==> src/rtl/hazard_pkg.sv <==
// Shared types and constants for the forwarding / load-use hazard unit.
package hazard_pkg;

  // Operand select value meaning "read the register file".
  localparam int unsigned FWD_RF = 0;

  // Widest register index supported; narrower indices are zero-extended into dest.
  localparam int unsigned MaxAddrW = 8;

  // One shadow-pipeline entry.
  typedef struct packed {
    logic                valid;
    logic [MaxAddrW-1:0] dest;
    logic                reg_write;
    logic                mem_read;
  } stage_t;

  // Width of an operand select able to name sources 0..depth.
  function automatic int unsigned sel_w(input int unsigned depth);
    return $clog2(depth + 1);
  endfunction

endpackage

==> src/rtl/hazard_match.sv <==
// Youngest-producer priority encoder for one decode-stage source operand.
module hazard_match
  import hazard_pkg::*;
#(
  parameter int unsigned ADDR_W    = 2,
  parameter int unsigned FWD_DEPTH = 2,
  parameter int unsigned LOAD_SRC  = 2,
  parameter bit          ZERO_REG  = 1'b0,
  localparam int unsigned SEL_W    = sel_w(FWD_DEPTH)
) (
  input  stage_t            stage_i [FWD_DEPTH],
  input  logic [ADDR_W-1:0] idx_i,
  input  logic              used_i,
  output logic [SEL_W-1:0]  sel_o,
  output logic              hazard_o
);

  logic [MaxAddrW-1:0]  idx_ext;
  logic [FWD_DEPTH-1:0] hit;

  assign idx_ext = MaxAddrW'(idx_i);

  // Per-stage match: live register writer of the operand we actually read.
  always_comb begin
    hit = '0;
    for (int j = 0; j < int'(FWD_DEPTH); j++) begin
      hit[j] = used_i && stage_i[j].valid && stage_i[j].reg_write &&
               (stage_i[j].dest == idx_ext) && !(ZERO_REG && (idx_ext == '0));
    end
  end

  // Walk oldest to youngest so the youngest hit overrides; stage j becomes source j+1.
  always_comb begin
    sel_o    = SEL_W'(FWD_RF);
    hazard_o = 1'b0;
    for (int j = int'(FWD_DEPTH) - 1; j >= 0; j--) begin
      if (hit[j]) begin
        sel_o    = SEL_W'(j + 1);
        hazard_o = stage_i[j].mem_read && ((j + 1) < int'(LOAD_SRC));
      end
    end
  end

endmodule

==> src/rtl/hazard_forward_unit.sv <==
// Forwarding select and load-use stall generator with an internal shadow pipeline
// of in-flight destinations. Stage 0 is EX; stage j reaches forwarding source j+1.
// A producer at stage FWD_DEPTH has written the register file already, so only
// stages 0..FWD_DEPTH-1 are kept.
module hazard_forward_unit
  import hazard_pkg::*;
#(
  parameter int unsigned ADDR_W    = 2,
  parameter int unsigned FWD_DEPTH = 2,
  parameter int unsigned LOAD_SRC  = 2,
  parameter bit          ZERO_REG  = 1'b0,
  parameter int unsigned CNT_W     = 16,
  localparam int unsigned SEL_W    = sel_w(FWD_DEPTH)
) (
  input  logic              clk,
  input  logic              reset,
  input  logic              id_valid,
  input  logic [ADDR_W-1:0] id_rs,
  input  logic [ADDR_W-1:0] id_rt,
  input  logic              id_rs_used,
  input  logic              id_rt_used,
  input  logic [ADDR_W-1:0] id_dest,
  input  logic              id_reg_write,
  input  logic              id_mem_read,
  input  logic              flush,
  output logic              stall,
  output logic [SEL_W-1:0]  fwd_a,
  output logic [SEL_W-1:0]  fwd_b,
  output logic [CNT_W-1:0]  stall_count
);

  stage_t             stage_q [FWD_DEPTH];
  stage_t             stage_d [FWD_DEPTH];
  logic [SEL_W-1:0]   fwd_a_q, fwd_a_d, fwd_b_q, fwd_b_d;
  logic [CNT_W-1:0]   cnt_q, cnt_d;
  logic [SEL_W-1:0]   sel_a, sel_b;
  logic               haz_a, haz_b;
  logic               load_ex;

  hazard_match #(
    .ADDR_W   (ADDR_W),
    .FWD_DEPTH(FWD_DEPTH),
    .LOAD_SRC (LOAD_SRC),
    .ZERO_REG (ZERO_REG)
  ) u_match_rs (
    .stage_i (stage_q),
    .idx_i   (id_rs),
    .used_i  (id_rs_used),
    .sel_o   (sel_a),
    .hazard_o(haz_a)
  );

  hazard_match #(
    .ADDR_W   (ADDR_W),
    .FWD_DEPTH(FWD_DEPTH),
    .LOAD_SRC (LOAD_SRC),
    .ZERO_REG (ZERO_REG)
  ) u_match_rt (
    .stage_i (stage_q),
    .idx_i   (id_rt),
    .used_i  (id_rt_used),
    .sel_o   (sel_b),
    .hazard_o(haz_b)
  );

  // Same-cycle stall; flush and reset both suppress it.
  always_comb begin
    stall   = id_valid && !flush && !reset && (haz_a || haz_b);
    load_ex = id_valid && !stall && !flush;
  end

  // Next state: shift the shadow pipeline, load EX or a bubble, count stalls.
  always_comb begin
    stage_d[0] = '0;
    if (load_ex) begin
      stage_d[0].valid     = 1'b1;
      stage_d[0].dest      = MaxAddrW'(id_dest);
      stage_d[0].reg_write = id_reg_write;
      stage_d[0].mem_read  = id_mem_read;
    end
    for (int i = 1; i < int'(FWD_DEPTH); i++) begin
      stage_d[i] = stage_q[i-1];
    end
    fwd_a_d = load_ex ? sel_a : SEL_W'(FWD_RF);
    fwd_b_d = load_ex ? sel_b : SEL_W'(FWD_RF);
    cnt_d   = cnt_q;
    if (stall && (cnt_q != '1)) begin
      cnt_d = cnt_q + CNT_W'(1);
    end
  end

  // State registers with synchronous reset.
  always_ff @(posedge clk) begin
    if (reset) begin
      for (int i = 0; i < int'(FWD_DEPTH); i++) begin
        stage_q[i] <= '0;
      end
      fwd_a_q <= SEL_W'(FWD_RF);
      fwd_b_q <= SEL_W'(FWD_RF);
      cnt_q   <= '0;
    end else begin
      for (int i = 0; i < int'(FWD_DEPTH); i++) begin
        stage_q[i] <= stage_d[i];
      end
      fwd_a_q <= fwd_a_d;
      fwd_b_q <= fwd_b_d;
      cnt_q   <= cnt_d;
    end
  end

  assign fwd_a       = fwd_a_q;
  assign fwd_b       = fwd_b_q;
  assign stall_count = cnt_q;

endmodule

==> config.mk <==
export PLATFORM = sky130hd
export DESIGN_NAME = hazard_forward_unit
export DESIGN_NICKNAME = d
export VERILOG_FILES = /design/src/rtl/hazard_pkg.sv /design/src/rtl/hazard_match.sv /design/src/rtl/hazard_forward_unit.sv
export SDC_FILE = /design/constraint.sdc
export NUM_CORES = 1
export LEC_CHECK = 0
export CORE_ASPECT_RATIO = 1.4
export CORE_UTILIZATION = 30
export CTS_BUF_LIST = sky130_fd_sc_hd__clkbuf_8
export CTS_CLUSTER_DIAMETER = 100
export CTS_CLUSTER_SIZE = 30
export DETAILED_ROUTE_END_ITERATION = 12
export DONT_BUFFER_PORTS = 1
export PLACE_DENSITY = 0.45
export RECOVER_POWER = 25
export SYNTH_ARGS = -nofsm -noshare
export SYNTH_HDL_FRONTEND = slang
export SYNTH_SLANG_ARGS = --single-unit
==> constraint.sdc <==
create_clock -name clk -period 2.9 [get_ports clk]
set_clock_uncertainty 0.2 [all_clocks]
set_input_delay 0.58 -clock clk [delete_from_list [all_inputs] [get_ports clk]]
set_output_delay 0.58 -clock clk [all_outputs]
set_load 0.1 [all_outputs]
==> results by group, run 1 <==
Status
  • Run status: completed

STA
  • RSZ-0062 raised after global routing: false
  • Number of pins exceeding their max-slew limit in the final report: 0
  • Number of hold-slack violations in the final timing report: 0
  • Timing-limited maximum frequency: 0.395 GHz
  • Worst Max-Slew Pin Slew: 1.30 ns
  • Final critical-path setup slack: 0.366 ns
  • Final setup viols: 0
  • Tightest slew margin relative to the limit: 0.132
  • Clock period minus worst slack: 2.53 ns
  • Aggregate negative setup slack: 0 ns
  • Share of the cycle needed by the critical path after routing: 0.874

Clock tree
  • Resized Gates After CTS: 0
  • Clock net sink count: 29
  • CTS tree: built
  • Number of buffers created by CTS: 5
  • Clock latency reported for the late side of the worst-skew pair: 0.28 ns
  • Cts-stage hold buffer count: 0
  • Worst-case clock buffer depth: 2
  • Root buffer cell: sky130_fd_sc_hd__clkbuf_8
  • Maximum level of the CTS H-tree: 2
  • Setup repair bufs after CTS: 0
  • Reg clk slew, reported paths: 0.06 ns

Min path
  • HP Class: primary input to flip-flop

Yosys
  • Gate count of the mapped netlist: 147
  • Sequential area share after synthesis: 0.411
  • Mapped Area: 1410 sq um
  • Count of state elements after synthesis: 29
  • Synthesized area per cell: 9.61 sq um
  • Yosys synthesis warning count: 0
  • Number of distinct library cells after synthesis: 40
  • Mapped Nets: 162

Floorplan
  • Initial core utilization: 0.311
  • Floorplan core area: 4540 sq um
  • Chip width: 60.0 microns
  • Vertical die dimension: 83.2 microns
  • Total number of placement rows: 29
  • Die footprint: 4990 sq um
  • IO Pins: 35

Finish
  • Antenna Cells: 0
  • Synth-to-layout area growth: 17.7%
  • Final instance count without filler cells: 229
  • Top library cells by usage in the layout, fill and taps aside: sky130_fd_sc_hd__dfxtp_1 (29), sky130_fd_sc_hd__buf_4 (12), sky130_fd_sc_hd__a21oi_1 (11)
  • Most common cell after layout, fill and taps aside: sky130_fd_sc_hd__dfxtp_1
  • Nets@finish: 181
  • Share of final-layout standard cells stronger than drive strength 1: 0.198
  • Post-route cell area: 1660 sq um

Critical path
  • Critical setup path kind: flip-flop to flip-flop
  • Critical R2R Launch: stall_count[7]
  • Startpoint types: flip-flop
  • Depth of the worst register-to-register path: 5
  • Data required, critical path: 2.91 ns
  • Critical Path End: stall_count[10]
  • Largest driver fanout on the critical path: 5
  • Reg-to-Reg End: stall_count[10]
  • Critical Path Source: stall_count[7]
  • Data arrival time at the worst-slack endpoint: 2.54 ns
  • Setup crit end kind: flip-flop
  • Flop-to-flop setup slack: 0.37 ns

Drt
  • Drt initial violations: 30
  • DRC violations left: 0
  • Vias/cell: 5.21
  • WL per Instance: 14.8 microns
  • Routed vias: 1192
  • Detailed-route wire length: 3.39 mm
  • Count of TritonRoute iterations in the first routing pass: 4
  • ANT nets after route: 0

Placement
  • Post-DP HPWL: 2.48 mm
  • Placement-stage worst setup slack: 0.489 ns
  • Input/output buffers: 0
  • Routability-driven placement congestion ratio: 0.767
  • Post-detailed-placement cell area: 1580 sq um
  • Total instance count after detailed placement: 221

Flow run
  • Max-cap check violation count: 0

Power and ir drop
  • Maximum vdd ir drop: 0.177 mV
  • Final total power: 0.783 mW
  • Standby leakage power: 0.611 nW
  • Total power per unit cell area: 471 nW/um^2

GRT
  • First-pass GRT wire length: 5.54 mm
  • Maximum number of pins on one net before global-route repair: 27
  • Number of global-route vias before repair: 1245
  • Initial antenna violation count: 0
  • Total routing usage reported by global routing: 0.151
  • Total gr overflow: 0
==> critical path, stage by stage, from the launching register on <==
cell and delay [ns]:
sky130_fd_sc_hd__dfxtp_1 0.34, sky130_fd_sc_hd__clkbuf_1 0.96, sky130_fd_sc_hd__and3_1 0.32, sky130_fd_sc_hd__nand3_1 0.10, sky130_fd_sc_hd__or4_1 0.41, sky130_fd_sc_hd__a21oi_1 0.15
==> per-layer routing <==
layer	up-vias	GRT usage	wire length (microns)
met4	0	0.0719	46
met3	6	0.0639	255
met2	43	0.265	1840
met1	565	0.144	1250
li1	578	-	-
met5	-	0	0
==> per-stage QoR <==
step / util / hold slack [ns]
after detailed placement: 0.349 / 0.259
after CTS: 0.372 / 0.156
final: 0.367 / 0.172
after global routing: 0.367 / 0.146
after floorplan: - / 0.230
after global placement: 0.349 / 0.263
==> how the worst min path moves through the flow <==
stage | startpoint | to | slack (ns) | cells after the start
2_1_floorplan | stage_q[10] | fwd_a[1] | 0.23 | 2
3_3_place_gp | stage_q[10] | fwd_a[1] | 0.26 | 2
3_5_place_dp | stage_q[10] | fwd_a[1] | 0.26 | 2
4_1_cts | reset | stage_q[2] | 0.16 | 1
5_1_grt | reset | stage_q[2] | 0.15 | 1
6_report | reset | stage_q[2] | 0.17 | 1
==> registers in the layout (all words and copies together) (netlist names) <==
register	cells
stall_count	16
stage_d	5
stage_q	4
fwd_a	2
fwd_b	2
==> synth_stat cells (all sizes together) <==
cell / count / share of area
dfxtp: 29 / 0.41
a21oi: 11 / 0.039
and3: 9 / 0.041
nand3: 9 / 0.035
nor2b: 8 / 0.035
nand2: 7 / 0.019
o31ai: 7 / 0.037
nor2: 6 / 0.021
or4: 6 / 0.032
nor4: 5 / 0.031
o21ai: 5 / 0.018
or3: 5 / 0.026
inv: 4 / 0.011
mux2: 4 / 0.035
nand4: 4 / 0.022
nor3: 4 / 0.030
xnor2: 4 / 0.025
xor2: 4 / 0.025
buf: 3 / 0.021
clkbuf: 3 / 0.0080
a31oi: 1 / 0.0044
and2: 1 / 0.0044
and4: 1 / 0.0062
and4bb: 1 / 0.0089
ha: 1 / 0.0089
nand3b: 1 / 0.0053
nor3b: 1 / 0.013
o211a: 1 / 0.0071
o211ai: 1 / 0.015
o21bai: 1 / 0.0053
==> cell families (layout without fill, tap and decap cells) <==
family / count (synthesis) / after routing / synth area share
DFF: 29 / 29 / 0.411
muxes: 4 / 4 / 0.0345
xor gates and xnor gates: 8 / 8 / 0.0496
adders and majority gates: 1 / 1 / 0.00886
and+or+nand+nor: 68 / 68 / 0.330
buffers and inverters: 10 / 30 / 0.0399
AOI/OAI and AO/OA: 27 / 27 / 0.126
==> layout make-up <==
type                    instances  area, sq um
clock buffers                   7         96.3
clock inverters                 1         5.00
fillers                       473         2870
inverters                       4         15.0
multi-input cells             108          776
flip-flops and latches         29          581
well taps                      62         77.6
repair buffers                 18          113
==> report_power, final <==
part | internal (mW) | total [mW] | switching, mW
registers | 0.402 | 0.404 | 0.00271
logic | 0.00826 | 0.0165 | 0.00826
clock network | 0.214 | 0.362 | 0.148
total | 0.624 | 0.783 | 0.159
No activity file was read; power rests on OpenSTA's default activity.
==> run 2, diff against run 1 <==
CORE_UTILIZATION = 40   (was 30)
PLACE_DENSITY = 0.55   (was 0.45)
clock period = 3.04 ns   (was 2.9 ns; I/O delays follow)
==> run 2 against run 1 <==
  * Cell area fell by 2.1%
  * Sequential share of layout area rose by 0.75 points
  * Core utilization increased by 12 points
  * Cell count fell by 10%
  * Via count decreased by 0.34%
  * Critical path type unchanged
  * Critical endpoint unchanged
==> results by group, run 2 (synthesis results as in run 1) <==
GRT
  • Number of global-route vias before repair: 1224 (-1.7%)
  • Total routing usage reported by global routing: 0.196 (+0.0454)
  • First-pass GRT wire length: 5.37 mm (-3.1%)
  • Total gr overflow: 0 (unchanged)
  • Maximum number of pins on one net before global-route repair: 27 (unchanged)
  • Initial antenna violation count: 0 (unchanged)

Power and ir drop
  • Share of total power in sequential cells: 0.518 (+0.002)
  • Switching portion of total power: 0.200 (-0.00289)
  • Switch Pwr: 0.149 mW (-6.3%)
  • Internal power: 0.595 mW (-4.6%)
  • Part of the power in combinational logic: 0.021 (about the same)
  • Maximum vdd ir drop: 0.252 mV (+42%)
  • Standby leakage power: 0.605 nW (-0.89%)
  • Total power per unit cell area: 457 nW/um^2 (-2.9%)
  • Part of the total power dissipated in the clock network: 0.461 (-0.002)

Critical path
  • Critical R2R Launch: stall_count[7]
  • Depth of the worst register-to-register path: 5 (unchanged)
  • Critical setup path kind: flip-flop to flip-flop
  • Data arrival time at the worst-slack endpoint: 2.57 ns (+0.03 ns)
  • Data required, critical path: 3.05 ns (+0.14 ns)
  • Startpoint types: flip-flop
  • Flop-to-flop setup slack: 0.48 ns (+0.11 ns)
  • Reg-to-Reg End: stall_count[10]
  • Setup crit end kind: flip-flop
  • Largest driver fanout on the critical path: 5 (unchanged)

Clock tree
  • Reg clk slew, reported paths: 0.06 ns (about the same)
  • Cts-stage hold buffer count: 0 (unchanged)
  • Worst-case clock buffer depth: 2 (unchanged)
  • Resized Gates After CTS: 0 (unchanged)
  • Root buffer cell: sky130_fd_sc_hd__clkbuf_8
  • Maximum level of the CTS H-tree: 2 (unchanged)
  • CTS tree: built
  • Setup repair bufs after CTS: 0 (unchanged)
  • Number of buffers created by CTS: 5 (unchanged)
  • Clock net sink count: 29 (unchanged)
  • Clock latency reported for the late side of the worst-skew pair: 0.28 ns (about the same)

Drt
  • Drt initial violations: 24 (-20%)
  • Top routing layer in use: met4
  • ANT nets after route: 0 (unchanged)
  • Met3 routed WL: 190 microns (-25%)
  • DRC violations left: 0 (unchanged)
  • Count of TritonRoute iterations in the first routing pass: 4 (unchanged)
  • Vias/cell: 5.77 (+11%)
  • Detailed-route wire length: 3.23 mm (-4.7%)
  • WL per Instance: 15.7 microns (+5.9%)
  • Routed vias: 1188 (-0.34%)
  • Met2 layer wire length in the routed design: 1.79 mm (-2.8%)
  • Met1 routed wirelength after detailed routing: 1.16 mm (-7.0%)

Status
  • Run status: completed

Min path
  • Critical hold path startpoint: reset
  • Hold depth: 1 (unchanged)
  • Capture endpoint of the worst hold path: stall_count[3]
  • HP Class: primary input to flip-flop

Finish
  • Antenna Cells: 0 (unchanged)
  • Share of final-layout standard cells stronger than drive strength 1: 0.193 (-0.00483)
  • Most common cell after layout, fill and taps aside: sky130_fd_sc_hd__dfxtp_1
  • Nets@finish: 180 (-0.55%)
  • Synth-to-layout area growth: 15.2%
  • Largest register FFs: 16 (unchanged)
  • Top library cells by usage in the layout, fill and taps aside: sky130_fd_sc_hd__dfxtp_1 (29), sky130_fd_sc_hd__a21oi_1 (11), sky130_fd_sc_hd__buf_4 (11)
  • Final instance count without filler cells: 206 (-10%)

STA
  • Final setup viols: 0 (unchanged)
  • Worst Max-Slew Pin Slew: 1.30 ns (+0.000611 ns)
  • Timing-limited maximum frequency: 0.390 GHz (-1.2%)
  • Share of the cycle needed by the critical path after routing: 0.844 (-0.0301)
  • Number of hold-slack violations in the final timing report: 0 (unchanged)
  • Clock period minus worst slack: 2.56 ns (+0.0310 ns)
  • Number of pins exceeding their max-slew limit in the final report: 0 (unchanged)
  • RSZ-0062 raised after global routing: false
  • Aggregate negative setup slack: 0 ns (unchanged)
  • Tightest slew margin relative to the limit: 0.132 (-0.000407)

Floorplan
  • Die footprint: 3780 sq um (-24%)
  • Initial core utilization: 0.418 (+0.107)
  • Vertical die dimension: 72.3 microns (-13%)
  • IO Pins: 35 (unchanged)
  • Total number of placement rows: 25 (-14%)
  • Chip width: 52.2 microns (-13%)
  • Floorplan core area: 3380 sq um (-26%)

Placement
  • Total instance count after detailed placement: 198 (-10%)
  • Routability-driven placement congestion ratio: 0.729 (-5.0%)
  • Post-DP HPWL: 2.41 mm (-2.8%)
  • Input/output buffers: 0 (unchanged)

Flow run
  • Max-cap check violation count: 0 (unchanged)
run 2: cell types whose count changed in the layout (fill, tap and decap cells not counted):
cell,delta
sky130_fd_sc_hd__buf_4,-1
run 2: critical path: stages (launching register included):
cell	delay, ns
sky130_fd_sc_hd__dfxtp_1	0.32
sky130_fd_sc_hd__clkbuf_1	0.96
sky130_fd_sc_hd__and3_1	0.32
sky130_fd_sc_hd__nand3_1	0.10
sky130_fd_sc_hd__or4_1	0.45
sky130_fd_sc_hd__a21oi_1	0.15
run 2: area by class of cell:
class | instances | area, sq um
clock buffers | 7 | 96.3
clock inverters | 1 | 5.00
fillers | 338 | 1750
inverters | 4 | 15.0
multi-input cells | 108 | 776
flip-flops and latches | 29 | 581
well taps | 40 | 50.0
repair buffers | 17 | 105
run 2: how the worst max path moves through the flow:
stage	end	slack, ns	depth (start not counted)	from
after global placement	stall	0.66	4	id_rt[0]
after CTS	stall	0.60	4	stage_d[2]
after floorplan	stall_count[9]	0.28	7	stall_count[0]
after detailed placement	stall_count[9]	0.63	5	id_rt[1]
final	stall_count[10]	0.48	5	stall_count[7]
after global routing	stall_count[10]	0.37	5	stall_count[7]
run 2: power by group through the flow:
stage | clock network [mW] | logic, mW | registers, mW
after global routing | 0.373 | 0.0177 | 0.386
after floorplan | 0 | 0.0171 | 0.393
after detailed placement | 0 | 0.0158 | 0.394
after global placement | 0 | 0.0153 | 0.394
after CTS | 0.358 | 0.0159 | 0.386
final | 0.343 | 0.0156 | 0.386
run 2: through the flow:
stage / setup WS, ns / hold slack (ns) / power, mW / utilization / area, sq um
floorplan: 0.279 / 0.230 / 0.410 / - / 1410
global placement: 0.656 / 0.276 / 0.409 / 0.459 / 1550
detailed placement: 0.626 / 0.282 / 0.410 / 0.459 / 1550
CTS: 0.602 / 0.182 / 0.759 / 0.489 / 1650
global route: 0.374 / 0.178 / 0.776 / 0.482 / 1630
finish: 0.475 / 0.196 / 0.744 / 0.482 / 1630
run 2: layer usage:
| layer | GRT usage | vias up |
|---|---|---|
| li1 | - | 578 |
| met1 | 0.182 | 570 |
| met2 | 0.362 | 32 |
| met3 | 0.0671 | 8 |
| met4 | 0.105 | 0 |
| met5 | 0 | - |
